<file path="src/rtl/fetch_pkg.sv">
// Shared types and helpers for the instruction-fetch stage.
package fetch_pkg;

  typedef enum logic [1:0] {
    REQ  = 2'd0,
    WAIT = 2'd1,
    DROP = 2'd2
  } fetch_state_e;

  // Occupancy counter width: must represent 0..depth inclusive.
  function automatic int fifo_ptr_w(input int depth);
    return $clog2(depth) + 1;
  endfunction

endpackage

</file>
<file path="src/rtl/fetch_fifo.sv">
// Small synchronous FIFO with flush; the head entry is visible combinationally on rd_data.
module fetch_fifo
  import fetch_pkg::*;
#(
  parameter int WIDTH = 64,
  parameter int DEPTH = 2,
  localparam int CNT_W = fifo_ptr_w(DEPTH)
) (
  input  logic             clk,
  input  logic             reset,
  input  logic             flush,
  input  logic             wr_en,
  input  logic [WIDTH-1:0] wr_data,
  input  logic             rd_en,
  output logic [WIDTH-1:0] rd_data,
  output logic             empty,
  output logic [CNT_W-1:0] count
);

  localparam int IDX_W = (DEPTH > 1) ? $clog2(DEPTH) : 1;
  localparam logic [IDX_W-1:0] LAST_IDX = IDX_W'(DEPTH - 1);
  localparam logic [CNT_W-1:0] FULL_CNT = CNT_W'(DEPTH);

  logic [WIDTH-1:0] mem_reg [DEPTH];
  logic [IDX_W-1:0] rd_idx_reg;
  logic [IDX_W-1:0] wr_idx_reg;
  logic [CNT_W-1:0] count_reg;
  logic             full;
  logic             do_wr;
  logic             do_rd;

  // Indices wrap explicitly so non-power-of-two depths work.
  function automatic logic [IDX_W-1:0] next_idx(input logic [IDX_W-1:0] idx);
    return (idx == LAST_IDX) ? '0 : idx + 1'b1;
  endfunction

  assign full    = (count_reg == FULL_CNT);
  assign empty   = (count_reg == '0);
  assign do_rd   = rd_en && !empty;
  assign do_wr   = wr_en && (!full || do_rd);
  assign rd_data = mem_reg[rd_idx_reg];
  assign count   = count_reg;

  always_ff @(posedge clk) begin
    if (reset || flush) begin
      rd_idx_reg <= '0;
      wr_idx_reg <= '0;
      count_reg  <= '0;
    end else begin
      if (do_wr) wr_idx_reg <= next_idx(wr_idx_reg);
      if (do_rd) rd_idx_reg <= next_idx(rd_idx_reg);
      if (do_wr && !do_rd)
        count_reg <= count_reg + 1'b1;
      else if (do_rd && !do_wr)
        count_reg <= count_reg - 1'b1;
    end
  end

  always_ff @(posedge clk) begin
    if (do_wr && !flush && !reset)
      mem_reg[wr_idx_reg] <= wr_data;
  end

endmodule

</file>
<file path="src/rtl/fetch_unit.sv">
// Instruction-fetch stage: owns the PC, keeps one memory request in flight and
// buffers {pc,instr} pairs for decode, with absolute/relative redirect and flush.
module fetch_unit
  import fetch_pkg::*;
#(
  parameter int                ADDR_W     = 32,
  parameter int                INSTR_W    = 32,
  parameter logic [ADDR_W-1:0] RESET_PC   = '0,
  parameter int                PC_STEP    = 4,
  parameter int                FIFO_DEPTH = 2
) (
  input  logic               clk,
  input  logic               reset,
  input  logic               redirect_valid,
  input  logic               redirect_rel,
  input  logic [ADDR_W-1:0]  redirect_base,
  input  logic [ADDR_W-1:0]  redirect_target,
  output logic               imem_req,
  output logic [ADDR_W-1:0]  imem_addr,
  input  logic               imem_gnt,
  input  logic               imem_rvalid,
  input  logic [INSTR_W-1:0] imem_rdata,
  output logic               id_valid,
  output logic [ADDR_W-1:0]  id_pc,
  output logic [INSTR_W-1:0] id_instr,
  input  logic               id_ready
);

  localparam int                CNT_W     = fifo_ptr_w(FIFO_DEPTH);
  localparam logic [CNT_W-1:0]  DEPTH_CNT = CNT_W'(FIFO_DEPTH);
  localparam logic [ADDR_W-1:0] STEP      = ADDR_W'(PC_STEP);

  fetch_state_e              state_reg;
  logic [ADDR_W-1:0]         fetch_pc_reg;
  logic [ADDR_W-1:0]         req_pc_reg;
  logic [ADDR_W-1:0]         new_pc;
  logic [CNT_W-1:0]          fifo_count;
  logic                      fifo_empty;
  logic                      fifo_wr;
  logic                      fifo_rd;
  logic                      issue;
  logic [ADDR_W+INSTR_W-1:0] fifo_rd_data;

  assign new_pc = redirect_rel ? redirect_base + redirect_target : redirect_target;

  // With nothing outstanding in REQ, a free FIFO slot is what reserves room for the reply.
  assign imem_req  = !reset && (state_reg == REQ) && (fifo_count < DEPTH_CNT);
  assign imem_addr = fetch_pc_reg;
  assign issue     = imem_req && imem_gnt;

  assign id_valid = !reset && !fifo_empty;
  assign fifo_rd  = id_valid && id_ready && !redirect_valid;
  assign fifo_wr  = (state_reg == WAIT) && imem_rvalid && !redirect_valid;
  assign {id_pc, id_instr} = fifo_rd_data;

  always_ff @(posedge clk) begin
    if (reset) begin
      state_reg    <= REQ;
      fetch_pc_reg <= RESET_PC;
      req_pc_reg   <= RESET_PC;
    end else begin
      if (issue) begin
        req_pc_reg   <= fetch_pc_reg;
        fetch_pc_reg <= fetch_pc_reg + STEP;
      end
      if (redirect_valid)
        fetch_pc_reg <= new_pc;
      case (state_reg)
        REQ:  if (issue) state_reg <= redirect_valid ? DROP : WAIT;
        WAIT: begin
          if (imem_rvalid)
            state_reg <= REQ;
          else if (redirect_valid)
            state_reg <= DROP;
        end
        // A reply arriving alongside a further redirect still retires the stale request.
        DROP: if (imem_rvalid) state_reg <= REQ;
        default: state_reg <= REQ;
      endcase
    end
  end

  fetch_fifo #(
    .WIDTH (ADDR_W + INSTR_W),
    .DEPTH (FIFO_DEPTH)
  ) u_fifo (
    .clk     (clk),
    .reset   (reset),
    .flush   (redirect_valid),
    .wr_en   (fifo_wr),
    .wr_data ({req_pc_reg, imem_rdata}),
    .rd_en   (fifo_rd),
    .rd_data (fifo_rd_data),
    .empty   (fifo_empty),
    .count   (fifo_count)
  );

endmodule

</file>
<file path="config.mk">
export PLATFORM = sky130hd
export DESIGN_NAME = fetch_unit
export DESIGN_NICKNAME = d
export VERILOG_FILES = /design/src/rtl/fetch_pkg.sv /design/src/rtl/fetch_fifo.sv /design/src/rtl/fetch_unit.sv
export SDC_FILE = /design/constraint.sdc
export NUM_CORES = 1
export LEC_CHECK = 0
export BUFFER_PORTS_ARGS = -buffer_cell sky130_fd_sc_hd__buf_2
export CORE_ASPECT_RATIO = 0.7
export CORE_MARGIN = 3
export CORE_UTILIZATION = 57
export CTS_BUF_LIST = sky130_fd_sc_hd__clkbuf_8
export DETAILED_ROUTE_END_ITERATION = 8
export GPL_TIMING_DRIVEN = 0
export PLACE_DENSITY = 0.91
export SYNTH_ARGS = -nofsm -noshare
export SYNTH_HDL_FRONTEND = slang
export SYNTH_SLANG_ARGS = --single-unit
</file>
<file path="constraint.sdc">
create_clock -name clk -period 9.2 [get_ports clk]
set_clock_uncertainty 0.1 [all_clocks]
set_input_delay 1.38 -clock clk [delete_from_list [all_inputs] [get_ports clk]]
set_output_delay 1.38 -clock clk [all_outputs]
set_load 0.02 [all_outputs]
</file>
==> impl_metrics.yaml <==
outcome:
  status: "finished, final reports clean"
hold_path:
  worstHoldPathType: "reg -> reg"
  hold_start: "req_pc_reg[1]"
  whs_endpoint: "u_fifo.mem_reg[1][33]"
  min_path_cells: 0
final_layout:
  antenna_cells: 0
  multi_input_area_um2: 4200
  largest_reg_flops: 128
  syn2layout_area_growth_pct: 17.9
  final_cell_area_um2: 11400
  drive_above_1_share_pct: 29.0
  fillers: 1240
  register_area_um2: 5270
  nets: 1209
logic_synthesis:
  syn_avg_cell_area_um2: 11.4
  synth_nets: 986
  ys_top_cells_by_count: "128 x edfxtp_1, 112 x nand2_1, 74 x a21oi_1"
  synth_top_area_share_pct: 39.8
  synthMostInstantiatedCell: "edfxtp_1"
  synth-main-ff-cell: "edfxtp_1"
  syn_area_um2: 9650
  synth_seq_cells: 199
  yosys-top-cells-area: "edfxtp_1 40%, dfxtp_1 15%, mux2_2 7.5%, nand2_1 4.4%, ha_1 4.3%"
  synth_edf_count: 128
  yosysSeqAreaShare_pct: 54.6
  yosysTopAreaCell: "edfxtp_1"
  syn-instance-count: 849
  synthDistinctLibCells: 70
  async_flop_share_pct: 0
  yosysWarningCount: 0
floorplan:
  die_x_um: 161
  start_util_pct: 58.7
  fp.coreArea_um2: 16400
  die-area_um2: 18500
  die_y_um: 115
  boundaryPins: 201
  fp-row-count: 39
setup_path:
  cp.depth: 11
  r2r_slack_ps: 6410
  r2r-end: "imem_addr[31]"
  cp_max_fo: 4
  slowest_delay_ps: 440
  critical_path_class: "in -> reg"
  cp_num_buf_inv: 1
  rr_worst_depth: 8
  slowest_stage: "fa_1"
  critPathCaptureType: "flop"
  reg2reg_from: "imem_addr[17]"
  cp.required_ps: 9460
  cp_data_arrival_time_ps: 4380
  crit_chain: "buf_2 -> ha_1 -> fa_1 -> a211o_1 -> a2111oi_4 -> o211ai_1 -> o2bb2ai_1 -> a31oi_2 -> xnor2_1 -> nand2_1 -> a221oi_1"
  cp-start-kind: "input pin"
  critPathTopFamily: "compound AO/OA/AOI/OAI gates"
power_and_ir_drop:
  p_leak_uw: 0.00452
  ir_worst_vdd_mv: 0.107
  p_per_area_nw_per_um2: 158
sta:
  finalCritPeriodShare_pct: 44.7
  hold_viol: 0
  fmax_ghz: 0.243
  slew_headroom_pct: 36.7
  timing.final.crit_period_ps: 4120
  setup_viol: 0
  tightestPinTransition_ps: 940
  setup_tns_ps: 0
  grt_setup_unrepaired: "false"
  maxSlewViolCount: 0
clock_tree:
  holdBufCountCts: 0
  clockRootBuffer: "clkbuf_8"
  cts_setup_buffers: 0
  cts_made_buffers: 17
  clock_sinks: 199
  cts_resized: 0
  cts_tree: "built"
  cts_buffer_depth: 2
  path_clk_slew_ps: 120
  insertion_delay_ps: 450
  htreeDepth: 4
placement:
  dpl.hpwl_mm: 18.1
  place_area_um2: 11000
  port_buffers: 199
  place.gp.congestion: 0.932
drt:
  drc: 0
  routedWlPerCell_um: 18.0
  firstDrtPassIters: 5
  ant_nets: 0
  wl_mm: 23.6
  drtIter0Drc: 720
  vias: 7657
  drt-vias-per-instance: 5.85
global_route:
  track_usage_pct: 24.9
  antenna_found_initial: 0
  grt_max_degree: 65
  grt_pass1_vias: 6978
  grt_overflow: 0
  grt_pass1_wl_mm: 36.4
flow_run:
  cap_violations: 0
[where the power goes]
part	total, uW	switching [uW]	internal (uW)
registers	989	24.7	965
clock network	539	334	205
logic	267	159	107
total	1800	518	1280
[kinds of logic (layout without fill, tap and decap cells)]
| logic type | after synthesis | in the layout | synth area share [%] |
|---|---|---|---|
| buffers and inverters | 48 | 284 | 2.00 |
| multiplexers | 78 | 78 | 8.94 |
| adder cells (fa/ha/maj) | 34 | 34 | 4.49 |
| AND/OR/NAND/NOR | 246 | 246 | 11.7 |
| flip-flops | 199 | 199 | 54.6 |
| AO/OA/AOI/OAI | 192 | 192 | 13.6 |
| XOR/XNOR | 52 | 52 | 4.72 |
[area by class of cell]
| cell class | instances | share of cell area (%) |
|---|---|---|
| Buffer | 40 | 1.43 |
| Clock buffer | 17 | 2.06 |
| Clock inverter | 15 | 1.31 |
| Inverter | 8 | 0.264 |
| Multi-Input combinational cell | 602 | 36.9 |
| Sequential cell | 199 | 46.3 |
| Tap cell | 225 | 2.47 |
| Timing Repair Buffer | 204 | 9.28 |
[worst max path at each step]
stage,start,to,slack [ps]
floorplan,redirect_valid,u_fifo.mem_reg[0][0],2200
global placement,reset,u_fifo.mem_reg[0][15],-290
detailed placement,redirect_base[0],imem_addr[26],4700
CTS,redirect_base[0],imem_addr[26],5150
global route,redirect_target[0],imem_addr[30],4930
finish,redirect_base[0],imem_addr[26],5080
[layer usage]
layer | share of wire [%] | track usage, %
met5 | 0 | 0
met4 | 1.3 | 6.30
met3 | 8.6 | 4.65
met2 | 44 | 38.3
met1 | 46 | 36.9
[layout by cell type, fill, tap and decap left out, types with 5 or more instances in the layout]
cell / netlist / routed
a211oi_1: 21 / 21
mux2_2: 64 / 64
o211ai_1: 6 / 6
buf_6: 1 / 5
and3_1: 10 / 9
o21ai_0: 22 / 22
buf_1: 6 / 6
dfxtp_1: 71 / 71
a21o_1: 17 / 17
nand3_1: 24 / 24
nand4_1: 15 / 15
nand2_1: 112 / 112
ha_1: 33 / 33
clkbuf_1: 31 / 31
buf_2: 1 / 200
xor2_1: 19 / 19
edfxtp_1: 128 / 128
a21oi_1: 74 / 74
xnor2_1: 33 / 33
inv_1: 7 / 7
clkbuf_8: 0 / 17
and4_1: 5 / 5
mux2i_1: 13 / 13
or3_1: 5 / 5
a221oi_1: 6 / 6
nor2b_1: 6 / 6
nor2_1: 49 / 49
o21a_1: 6 / 6
inv_8: 0 / 6
inv_6: 0 / 5
[per-stage QoR]
stage	setup slack (ps)	power (uW)	hold slack (ps)	utilization (%)	std cells
3_3_place_gp	-293	1260	335	66.4	1273
3_5_place_dp	4700	1270	340	66.9	1278
4_1_cts	5150	1800	354	69.2	1310
2_1_floorplan	2200	1180	325	-	849
6_report	5080	1800	350	69.2	1310
5_1_grt	4930	1870	374	69.2	1310
Note: power is estimated with default switching activity, not from simulation.
